`config.mk`:
```
export PLATFORM = sky130hd
export DESIGN_NAME = alu_ctrl_mc
export DESIGN_NICKNAME = d
export VERILOG_FILES = /design/src/rtl/alu_ctrl_mc.sv
export SDC_FILE = /design/constraint.sdc
export NUM_CORES = 1
export LEC_CHECK = 0
export BUFFER_PORTS_ARGS = -buffer_cell sky130_fd_sc_hd__buf_2
export CAP_MARGIN = 10
export CORE_MARGIN = 2
export CORE_UTILIZATION = 40
export DETAILED_ROUTE_END_ITERATION = 16
export PLACE_DENSITY_LB_ADDON = 0.15
export SLEW_MARGIN = 20
export SYNTH_ARGS = -nofsm -noshare
export SYNTH_HDL_FRONTEND = slang
export SYNTH_SLANG_ARGS = --single-unit
export TNS_END_PERCENT = 10
```
`constraint.sdc`:
```
create_clock -name clk_i -period 8.72 [get_ports clk_i]
set_input_delay 1.308 -clock clk_i [delete_from_list [all_inputs] [get_ports clk_i]]
set_output_delay 1.308 -clock clk_i [all_outputs]
set_load 0.02 [all_outputs]
```
`src/rtl/alu_ctrl_mc.sv`:
```
// ALU control decode with a registered single-cycle code map and a shift-add
// multiply sequencer; ready_o stalls issue while a multiply is in flight.
module alu_ctrl_mc #(
  parameter int WIDTH  = 32,
  parameter bit MUL_EN = 1'b1
) (
  input  logic             clk_i,
  input  logic             rst_i,
  input  logic             valid_i,
  output logic             ready_o,
  input  logic [5:0]       funct_i,
  input  logic [1:0]       ALUOp_i,
  input  logic [WIDTH-1:0] src_a_i,
  input  logic [WIDTH-1:0] src_b_i,
  output logic [3:0]       ALUCtrl_o,
  output logic             ctrl_valid_o,
  output logic             illegal_o,
  output logic             mul_busy_o,
  output logic             mul_done_o,
  output logic [WIDTH-1:0] mul_result_o
);
  localparam int CW = $clog2(WIDTH+1);

  typedef enum logic [1:0] {IDLE, MUL, DONE} state_t;

  state_t           state;
  logic [WIDTH-1:0] op_a, op_b, acc;
  logic [CW-1:0]    cnt;

  logic [3:0]       dec_code;
  logic             dec_ill, dec_mul;
  logic [WIDTH-1:0] acc_nxt, b_nxt;
  logic [CW-1:0]    cnt_nxt;

  always_comb begin
    dec_code = 4'b1111;
    dec_ill  = 1'b1;
    dec_mul  = 1'b0;
    case (ALUOp_i)
      2'b00: begin dec_code = 4'b0000; dec_ill = 1'b0; end
      2'b01: begin dec_code = 4'b0001; dec_ill = 1'b0; end
      2'b10: begin
        case (funct_i)
          6'b100011: begin dec_code = 4'b0000; dec_ill = 1'b0; end
          6'b100001: begin dec_code = 4'b0001; dec_ill = 1'b0; end
          6'b100110: begin dec_code = 4'b0010; dec_ill = 1'b0; end
          6'b100101: begin dec_code = 4'b0011; dec_ill = 1'b0; end
          6'b101011: begin dec_code = 4'b0100; dec_ill = 1'b0; end
          6'b101000: begin dec_code = 4'b0101; dec_ill = 1'b0; end
          6'b011000: begin
            if (MUL_EN) begin
              dec_code = 4'b0110;
              dec_ill  = 1'b0;
              dec_mul  = 1'b1;
            end
          end
          default: ;
        endcase
      end
      default: ;
    endcase
  end

  // One shift-add step; the exit test looks at the post-step multiplier.
  assign acc_nxt = op_b[0] ? acc + op_a : acc;
  assign b_nxt   = op_b >> 1;
  assign cnt_nxt = cnt + CW'(1);

  always_ff @(posedge clk_i) begin
    if (rst_i) begin
      state        <= IDLE;
      op_a         <= '0;
      op_b         <= '0;
      acc          <= '0;
      cnt          <= '0;
      ready_o      <= 1'b1;
      ALUCtrl_o    <= 4'b1111;
      ctrl_valid_o <= 1'b0;
      illegal_o    <= 1'b0;
      mul_busy_o   <= 1'b0;
      mul_done_o   <= 1'b0;
      mul_result_o <= '0;
    end else begin
      ctrl_valid_o <= 1'b0;
      illegal_o    <= 1'b0;
      mul_done_o   <= 1'b0;
      case (state)
        IDLE: begin
          if (valid_i) begin
            ALUCtrl_o <= dec_code;
            if (dec_mul) begin
              op_a       <= src_a_i;
              op_b       <= src_b_i;
              acc        <= '0;
              cnt        <= '0;
              ready_o    <= 1'b0;
              mul_busy_o <= 1'b1;
              state      <= MUL;
            end else begin
              ctrl_valid_o <= 1'b1;
              illegal_o    <= dec_ill;
            end
          end
        end
        MUL: begin
          acc  <= acc_nxt;
          op_a <= op_a << 1;
          op_b <= b_nxt;
          cnt  <= cnt_nxt;
          // Result and done are registered here so they are visible during DONE.
          if (b_nxt == '0 || cnt_nxt == CW'(WIDTH)) begin
            mul_busy_o   <= 1'b0;
            mul_done_o   <= 1'b1;
            mul_result_o <= acc_nxt;
            state        <= DONE;
          end
        end
        DONE: begin
          ready_o <= 1'b1;
          state   <= IDLE;
        end
        default: state <= IDLE;
      endcase
    end
  end
endmodule

```
==> flow_summary.toml <==
[clock_network]
postCtsSetupBuffers = 0
htree_levels = 4
root_buffer = "clkbuf_16"
cts_buffer_depth = 2
clkSinkCount = 145
clk_latency_ns = 0.42
cts_made_buffers = 17
cts_resized = 0
clk_pin_slew_ns = 0.06
postCtsHoldBufs = 0
cts_tree = "done"

[route]
routed_wl_mm = 22.1
vias = 7602
drt_first_pass_iters = 5
drtIter0Drc = 610
vias_per_cell = 5.53
drc = 0
drtAntennaViolNets = 0
drt-wirelength-per-cell_um = 16.1

[timing]
fin_tns_setup_ns = 0
setup_viol = 0
period_needed_ns = 4.12
clock_skew_ns = 0.00816
layout_setup_ws_ns = 4.60
maxSlewViolCount = 0
max_freq_mhz = 243
rsz0062_at_grt = "no"
slew-limit-headroom_pct = 32.2
fin_crit_sh_pct = 47.2
hold_viol = 0
tightest_slew_ns = 1.02

[setup_path]
crit_required_ns = 9.05
critical_path.startpoint = "funct_i[1]"
worst-path-buf-inv = 2
r2r_slack_ns = 5.40
worstReg2RegEnd = "mul_result_o[30]"
slowest_delay_ns = 0.79
crit_type = "in2reg"
r2r_start = "op_a[0]"
critPathTopFamily = "simple AND/OR/NAND/NOR gates"
critPathArrivalTime_ns = 4.44
cp_max_fo = 87
r2r_cells = 10
end_kind = "flip-flop"
path_cells = "buf_2 -> or3b_1 -> nor4b_4 -> a21oi_1 -> nor2_4 -> buf_4 -> nor2_1 -> a311oi_1"
critPathSlowestCell = "nor2_4"
critPathLaunchType = "input pin"

[floorplan]
start_util_pct = 41.1
die_h_um = 146
fp-row-count = 51
die_area_um2 = 21300
die_x_um = 146
io_pins = 116
core-area_um2 = 19600

[synth]
synth-simple-area-share_pct = 23.8
syn-num-nets = 1132
synth_top_cell_by_area = "dfxtp_1"
yosysMostFrequentCell = "nand2_1"
synth.area.top_cells = "dfxtp_1 36%, nand2_1 8.9%, a311oi_1 7.2%, nor2_1 6.4%, ha_1 5.0%"
synthMuxAreaShare_pct = 2.50
synth_compound_area_share_pct = 25.9
ys_seq_area_share_pct = 36.1
synth_top_area_share_pct = 36.1
ys.flop_type = "dfxtp_1"
syn_area_um2 = 8040
ys_seq_elements = 145
synth_cells = 1024
synth_top_family_by_area = "compound AO/OA/AOI/OAI gates"
synth_warnings = 0
synthTopCellsByCount = "190 x nand2_1, 145 x dfxtp_1, 138 x nor2_1"
avgSynthCellArea_um2 = 7.85
synth_fa_ha_area_share_pct = 5.23
synth_edf_count = 0
synth-xor-area-share_pct = 2.29
async_flop_share_pct = 0
ys_types = 75

[layout]
syn_to_final_growth_pct = 16.7
diodes = 0
nets = 1206
drive_gt1_share_pct = 15.8

[global_route]
grt.total_usage_pct = 21.0
grt_pass1_vias = 7085
grt_pass1_wl_mm = 36.5
grt_max_degree = 88
antenna_found_initial = 0
grt_remaining_overflow = 0

[pwr]
power.density_nw_per_um2 = 163
irDropWorstVdd_mv = 0.128
p_leak_nw = 3.86

[status]
outcome = "complete, no violations"

[place]
gp_congestion = 0.912
dpl_worst_slack_ns = 4.18
place_hpwl_mm = 15.1
io_buffers = 115

[worst_hold_path]
hold_start = "mul_result_o[15]"
hold_class = "reg2reg"
hold_end = "mul_result_o[15]"
whs_path_depth = 2

[job]
max-cap-violations = 0
-- cell families (layout without fill, tap and decap cells) --
| kind of cell | Yosys count | after routing |
|---|---|---|
| and+or+nand+nor | 436 | 436 |
| AOI/OAI and AO/OA | 287 | 287 |
| DFF | 145 | 145 |
| buffers and inverters | 83 | 169 |
| adders and majority gates | 33 | 33 |
| xor gates and xnor gates | 21 | 21 |
| muxes | 19 | 19 |
-- power breakdown --
part	internal [W]	switching [W]
registers	0.000666	0.00000308
clock network	0.000513	0.000282
logic	0.0000255	0.0000375
total	0.00120	0.000323
-- area by class of cell --
class | count | area, um2
Timing Repair Buffer | 123 | 638
Sequential cell | 145 | 2900
Clock buffer | 21 | 450
Fill cell | 1993 | 10200
Clock inverter | 10 | 184
Multi-Input combinational cell | 796 | 4820
Tap cell | 265 | 332
Inverter | 15 | 56.3
-- worst register-to-register path: stages, from the launching register on --
cell	delay, ns
dfxtp_1	0.33
ha_1	0.24
fa_1	0.42
a21o_1	0.20
nand3_1	0.12
a21oi_2	0.12
o311ai_0	0.70
nand4_1	0.36
and4_1	0.26
nor3_1	0.33
o21ai_1	0.12
-- placed cells by master (no fill, tap or decap), drive strengths merged, types with 6 or more instances in the layout --
master	n
a21o	15
nand2	190
buf	123
nor2	139
o211ai	8
o21a	6
ha	32
mux2	9
o21ai	42
a31oi	8
inv	15
nand2b	7
clkbuf	21
a21oi	63
a311oi	66
and3	13
nor3	16
nand3	20
xnor2	12
xor2	9
a22oi	17
a211o	6
a211oi	8
dfxtp	145
nor2b	7
mux2i	10
or3	6
nor4	9
-- sequential cells by signal, summed over array words and instances (netlist names) --
signal	cells
op_a	32
mul_done_o	1
illegal_o	1
cnt	6
ctrl_valid_o	1
ready_o	1
mul_busy_o	1
acc	32
ALUCtrl_o	4
op_b	32
state	2
mul_result_o	32
-- routing by layer --
layer / part of all wire, % / wire length [um] / GRT usage [%] / vias up
li1: - / - / - / 3876
met1: 50 / 11100 / 29.7 / 3498
met2: 43 / 9600 / 32.7 / 200
met3: 4.7 / 1050 / 3.70 / 28
met4: 1.7 / 369 / 6.52 / 0
met5: 0 / 0 / 0 / -
-- worst max path at each step --
stage	end	slack, ns	cells past startpoint
after global placement	mul_busy_o	4.26	8
after detailed placement	op_b[7]	4.18	8
after CTS	op_b[7]	4.61	8
after global routing	op_b[10]	4.27	8
after floorplan	acc[27]	5.42	9
final	op_b[7]	4.60	8
-- per-stage QoR --
| step | instances | hold slack [ns] | util (%) | instance area [um2] | power, W |
|---|---|---|---|---|---|
| after global routing | 1375 | 0.473 | 47.9 | 9390 | 0.00158 |
| after floorplan | 1024 | 0.444 | - | 8040 | 0.000718 |
| after global placement | 1344 | 0.440 | 44.7 | 8750 | 0.000747 |
| after detailed placement | 1344 | 0.445 | 44.7 | 8750 | 0.000747 |
| final | 1375 | 0.448 | 47.9 | 9390 | 0.00153 |
| after CTS | 1375 | 0.454 | 47.9 | 9390 | 0.00155 |
(Power assumes the default switching activity.)
